**src/rtl/idea_pkg.sv**
```systemverilog
// ---------------------------------------------------------------------------
// idea_pkg
//   Shared IDEA constants and types. Used by the key expander and by the
//   decryption-key inverter downstream.
//
//   Contents:
//     IDEA_SUBKEY_W     width of one subkey (16)
//     IDEA_NUM_SUBKEYS  number of encryption subkeys (52)
//     IDEA_LIST_W       packed subkey list width, 56 slots x 16 (896)
//     IDEA_ROT          key-schedule rotation distance (25)
//     idea_state_e      expander FSM states {IDLE, RUN, DONE}
// ---------------------------------------------------------------------------
package idea_pkg;

  localparam int IDEA_SUBKEY_W    = 16;
  localparam int IDEA_NUM_SUBKEYS = 52;
  localparam int IDEA_LIST_W      = 896;
  localparam int IDEA_ROT         = 25;

  // Derived: working key width, groups per schedule, index of the short group.
  localparam int IDEA_KEY_W       = 128;
  localparam int IDEA_NUM_GROUPS  = 7;
  localparam int IDEA_LAST_GRP    = 6;
  localparam int IDEA_LAST_BITS   = (IDEA_NUM_SUBKEYS % 8) * IDEA_SUBKEY_W;  // 64
  localparam int IDEA_USED_W      = IDEA_NUM_SUBKEYS * IDEA_SUBKEY_W;        // 832
  localparam int IDEA_PAD_W       = IDEA_LIST_W - IDEA_USED_W;               // 64

  typedef enum logic [1:0] {
    IDLE = 2'd0,
    RUN  = 2'd1,
    DONE = 2'd2
  } idea_state_e;

endpackage

```
**src/rtl/idea_rot25.sv**
```systemverilog
// ---------------------------------------------------------------------------
// idea_rot25
//   Combinational 128-bit rotate-left by 25 for the IDEA key schedule.
//   Index 0 is the most significant bit, so rotating left moves bit i+25
//   into position i. Pure wiring, no logic.
//
//   Ports:
//     din   in  [0:127]  working key before rotation
//     dout  out [0:127]  {din[25:127], din[0:24]}
// ---------------------------------------------------------------------------
module idea_rot25
  import idea_pkg::*;
(
  input  logic [0:127] din,
  output logic [0:127] dout
);

  for (genvar gi = 0; gi < IDEA_KEY_W; gi++) begin : g_bit
    assign dout[gi] = din[(gi + IDEA_ROT) % IDEA_KEY_W];
  end

endmodule

```
**src/rtl/idea_key_expander.sv**
```systemverilog
// ---------------------------------------------------------------------------
// idea_key_expander
//   Sequential IDEA encryption key schedule. Expands a 128-bit user key into
//   the 52 encryption subkeys, one group of eight subkeys per clock, rotating
//   the working key left by 25 bits between groups.
//
//   Ports:
//     clk       in  1        clock, rising edge
//     rst       in  1        synchronous active-high reset
//     start     in  1        request an expansion (sampled only in IDLE)
//     key       in  [0:127]  user key, key[0:15] is subkey 1
//     keysList  out [0:895]  subkey k at [k*16 +: 16]; slots 52..55 are 0
//     busy      out 1        high from the accepting edge until done falls
//     done      out 1        one-cycle pulse, keysList complete and stable
//
//   Build option:
//     IDEA_KEYEXP_CLEAR_EN  when defined, the accepting edge also zeroes the
//                           whole subkey list so a stale schedule is never
//                           visible during RUN. Default: list is only
//                           overwritten group by group.
// ---------------------------------------------------------------------------
module idea_key_expander
  import idea_pkg::*;
(
  input  logic         clk,
  input  logic         rst,
  input  logic         start,
  input  logic [0:127] key,
  output logic [0:895] keysList,
  output logic         busy,
  output logic         done
);

  idea_state_e          state_q, state_d;
  logic [0:127]         kreg_q, kreg_d;
  logic [2:0]           grp_q, grp_d;
  logic [0:IDEA_LIST_W-1] list_q, list_d;
  logic                 busy_q, busy_d;
  logic                 done_q, done_d;

  logic [0:127]         kreg_rot;

  idea_rot25 u_rot25 (
    .din  (kreg_q),
    .dout (kreg_rot)
  );

  // Next-state and datapath
  always_comb begin
    state_d = state_q;
    kreg_d  = kreg_q;
    grp_d   = grp_q;
    list_d  = list_q;
    busy_d  = busy_q;
    done_d  = 1'b0;

    case (state_q)
      IDLE: begin
        if (start) begin
          state_d = RUN;
          kreg_d  = key;
          grp_d   = 3'd0;
          busy_d  = 1'b1;
`ifdef IDEA_KEYEXP_CLEAR_EN
          list_d  = '0;
`endif
        end
      end

      RUN: begin
        // Full groups 0..5: all eight subkeys of the working key.
        for (int g = 0; g < IDEA_LAST_GRP; g++) begin
          if (grp_q == 3'(g)) begin
            list_d[g*IDEA_KEY_W +: IDEA_KEY_W] = kreg_q;
          end
        end
        // Group 6 only contributes subkeys 49..52; the rest of the
        // working key is discarded.
        if (grp_q == 3'(IDEA_LAST_GRP)) begin
          list_d[IDEA_LAST_GRP*IDEA_KEY_W +: IDEA_LAST_BITS] = kreg_q[0:IDEA_LAST_BITS-1];
          state_d = DONE;
          done_d  = 1'b1;
        end
        kreg_d = kreg_rot;
        grp_d  = grp_q + 3'd1;
      end

      DONE: begin
        // busy falls together with done; start here is ignored.
        state_d = IDLE;
        busy_d  = 1'b0;
      end

      default: begin
        state_d = IDLE;
        busy_d  = 1'b0;
      end
    endcase

    // Padding slots 52..55 are never written.
    list_d[IDEA_USED_W +: IDEA_PAD_W] = '0;
  end

  always_ff @(posedge clk) begin
    if (rst) begin
      state_q <= IDLE;
      kreg_q  <= '0;
      grp_q   <= '0;
      list_q  <= '0;
      busy_q  <= 1'b0;
      done_q  <= 1'b0;
    end else begin
      state_q <= state_d;
      kreg_q  <= kreg_d;
      grp_q   <= grp_d;
      list_q  <= list_d;
      busy_q  <= busy_d;
      done_q  <= done_d;
    end
  end

  assign keysList = list_q;
  assign busy     = busy_q;
  assign done     = done_q;

endmodule

```
**config.mk**
```make
export PLATFORM = sky130hd
export DESIGN_NAME = idea_key_expander
export DESIGN_NICKNAME = d
export VERILOG_FILES = /design/src/rtl/idea_pkg.sv /design/src/rtl/idea_rot25.sv /design/src/rtl/idea_key_expander.sv
export SDC_FILE = /design/constraint.sdc
export NUM_CORES = 2
export LEC_CHECK = 0
export CAP_MARGIN = 20
export CORE_AREA = 5 5 395 397
export CTS_BUF_LIST = sky130_fd_sc_hd__clkbuf_16
export CTS_CLUSTER_SIZE = 24
export DETAILED_ROUTE_END_ITERATION = 8
export DIE_AREA = 0 0 400 402
export DONT_BUFFER_PORTS = 1
export REMOVE_ABC_BUFFERS = 1
export SLEW_MARGIN = 40
export SYNTH_ARGS = -nofsm -noshare
export SYNTH_HDL_FRONTEND = slang
export SYNTH_SLANG_ARGS = --single-unit
```
**constraint.sdc**
```tcl
create_clock -name clk -period 1.5 [get_ports clk]
set_input_delay 0.3 -clock clk [delete_from_list [all_inputs] [get_ports clk]]
set_output_delay 0.3 -clock clk [all_outputs]
set_load 0.05 [all_outputs]
```
==> results by group <==
Flow run
  – Total of max-cap violations: 0

Synth
  – Mapped Avg Cell Area: 7.80 sq um
  – Mapped cell area: 34900 sq um
  – Post-synthesis register bit count: 967
  – Largest area contributor in the synthesized netlist: dfxtp_1
  – Post-synth top area share: 0.555
  – Synth Warn #: 0
  – Sequential fraction of the synthesis area: 0.555
  – Post-Syn Instances: 4474
  – Synth area leaders: dfxtp_1, nand2_1, a21oi_1, buf_2, nor2_1
  – Post-synth cell types: 32

Setup path
  – Crit start category: flip-flop
  – Crit Path Max Fanout: 7
  – Arrival time worst endpoint: around 2.4 ns
  – CP endpoint: keysList[455]
  – WP data required: 2.13 ns
  – Crit. End Element: flip-flop
  – Setup Crit Path Kind: flip-flop to flip-flop
  – FF-to-FF Start: grp_q[0]
  – End of the worst register-to-register path: keysList[455]
  – Crit path launch: grp_q[0]
  – R2r setup slk: -0.31 ns
  – Cells on worst reg2reg path: 10

STA
  – Max Transition Viols Final: 0
  – Post-route minimum period: between 1.5 and 2 ns
  – Fmax: 0.552 GHz
  – Final Hold Viols: 0
  – Fin worst setup slack: -0.310 ns
  – Post-Route Skew: ~0.025 ns
  – Final setup violation count: 1695
  – RSZ-0062 raised after global routing: true
  – Period utilisation layout: 1.21
  – Slew @ Worst Pin: roughly 0.8 ns
  – Slew Limit Headroom: 0.450
  – TNS Setup: -219.68 ns

Placement
  – Post-placement cell area: 39800 sq um
  – Gpl congestion: roughly 0.85
  – Detailed placement HPWL: between 100000 and 150000 um
  – Buffers added on ports: 0

Clock tree
  – Worst-Skew Late Latency: 0.71 ns
  – CTS tree: yes
  – CTS Buffer Depth: 3
  – CTS clk-pin slew, worst paths: 0.07 ns
  – H-tree depth: 3
  – CTS root buf: clkbuf_16
  – TritonCTS buffer count: 104
  – Sink Count: 967

GRT
  – GRT overflow: 0
  – Gr usage total: 0.189
  – First-pass GRT wire length: 223000 um
  – Largest net degree at the start of global routing: 935
  – Initial antenna violation count: 11
  – Number of global-route vias before repair: 30.4k

Floorplanning
  – Core area: 152000 sq um
  – Die W: 400 um
  – Initial core utilization: 0.230
  – DIE AREA: 161000 sq um
  – I/O pin cnt: 1029
  – Die height: between 400 and 500 um
  – Row cnt: 143

Layout
  – Inserted Diodes: 0
  – Area of the multi-input gates: 14100 sq um
  – Area delta synth->final: 37.6%
  – Layout fillers: 15.7k
  – Nets@finish: 4953
  – Final Util: 0.317
  – Final non-filler cell area: 48100 sq um
  – Sequential Area: 19700 sq um
  – Layout cell share with drive strength beyond 1: 0.221

Drt
  – DR DRC count: 0
  – Router iterations before antenna repair: 9
  – Iter 0 DRT Violations: 3586
  – Routed Antenna Nets: 0
  – Vias per cell: 4.81
  – Via count: 33.3k
  – Final wirelength: roughly 170000 um
  – Routed WL per cell: 24.7 um

Pwr
  – VDD IR max: about 0.95 mV
  – Pwr dens: 1230 nW/um^2
  – Static leakage: 0.0171 uW

Hold path
  – Hold WC Path Type: primary input to flip-flop

Status
  – Failing checks: negative setup slack
  – Status: finished with violations
-- cell type report --
cell class	count	share of cell area
flip-flops and latches	967	0.411
multi-input cells	3041	0.294
repair buffers	700	0.174
clock buffers	104	0.0542
well taps	2030	0.0529
clock inverters	82	0.0139
inverters	3	0.000234
-- per-stage QoR --
stage                     worst slack [ns]  cells  hold WS (ns)  total power (uW)
final                               -0.310   6927         0.109             59200
after detailed placement            -0.390   6492         0.431             33100
after CTS                           -0.264   6851        -0.375             58700
after global placement              -0.374   6492         0.431             33100
after global routing                -0.376   6927        0.0834             61200
after floorplan                      -3.27   4011         0.369             30200
-- registers in the layout, summed over array words and instances (netlist names) --
name and count:
busy 1, done 1, state_q 2, grp_q 3
keysList 832, kreg_q 128
-- power by group --
part	internal, uW	leakage [uW]	switching (uW)
clock network	13900	0.00168	11400
logic	1970	0.00750	3670
registers	26200	0.00793	2020
total	42100	0.0171	17100
-- worst max-delay path: stages (launching register included) --
cell and delay, ns:
dfxtp_4 0.37, ha_4 0.17, ha_4 0.15, nand3b_1 0.13, buf_12 0.13, buf_12 0.10, buf_16 0.17, buf_12 0.14
buf_12 0.14, nand2_1 0.07, a21oi_1 0.16
-- layout by cell type, fill, tap and decap left out, types with 4 or more instances in the layout --
cell type	count
dfxtp_1	785
nor2_4	5
and2_1	35
clkinv_2	14
dfxtp_4	64
clkbuf_16	125
ha_4	5
inv_6	5
nor2_1	252
nor4_1	90
nand2_1	1625
a21oi_1	717
buf_8	10
dlygate4sd3_1	129
a21oi_2	115
buf_4	360
inv_1	22
buf_6	21
dfxtp_2	118
bufinv_16	7
nor3_1	29
a221o_1	35
conb_1	64
buf_16	34
clkinv_1	21
clkinvlp_4	4
buf_12	123
nand2_4	26
nand2_2	14
-- cell usage after synthesis, drive strengths merged --
| cell type | n |
|---|---|
| a21o | 2 |
| a21oi | 832 |
| a221o | 35 |
| a22oi | 1 |
| a2bb2oi | 1 |
| and2 | 35 |
| and3b | 1 |
| and4b | 3 |
| and4bb | 3 |
| buf | 354 |
| clkbuf | 172 |
| conb | 1 |
| dfxtp | 967 |
| ha | 5 |
| inv | 3 |
| mux2i | 1 |
| nand2 | 1665 |
| nand2b | 1 |
| nand3b | 1 |
| nand4b | 3 |
| nand4bb | 3 |
| nor2 | 258 |
| nor2b | 1 |
| nor3 | 29 |
| nor4 | 93 |
| nor4b | 1 |
| o21ba | 1 |
| o21bai | 1 |
| or3b | 1 |
-- layer usage --
metal | vias to the layer above | wire (um) | global-route usage
met5 | - | 13 | 0
met4 | 2 | 8730 | 0.0898
met3 | 430 | 19700 | 0.0588
met2 | 1960 | 78600 | 0.303
met1 | 16000 | 64400 | 0.230
li1 | 14900 | - | -
-- how the worst min path moves through the flow --
stage                     startpoint             to  slack (ns)  cells after the start
after floorplan                  rst    keysList[0]        0.37                      1
after global placement           rst  keysList[735]        0.43                      1
after detailed placement         rst  keysList[735]        0.43                      1
after CTS                        rst  keysList[735]       -0.38                      1
after global routing             rst  keysList[434]        0.08                      3
final                          start       grp_q[1]        0.11                      4
-- cell families (layout without fill, tap and decap cells) --
logic type               count (synthesis)  count (layout)  synth area share
AO/OA/AOI/OAI                          873             873             0.131
adder cells (fa/ha/maj)                  5               5           0.00179
buffers and inverters                  529             889            0.0730
flip-flops                             967             967             0.555
multiplexers                             1               1          0.000287
other                                    1              64          0.000107
AND/OR/NAND/NOR                       2098            2098             0.239
-- timing repair --
item | CTS | global route
buffers inserted | 42 | 33
gates cloned | 18 | 24
resized for setup | 308 | 226
setup endpoints to repair | 1782 | 1790
pin swaps | 36 | 66
hold endpoints to repair | 965 | 67
hold buffers | 113 | 18
Power figures use the tool's default switching activity.
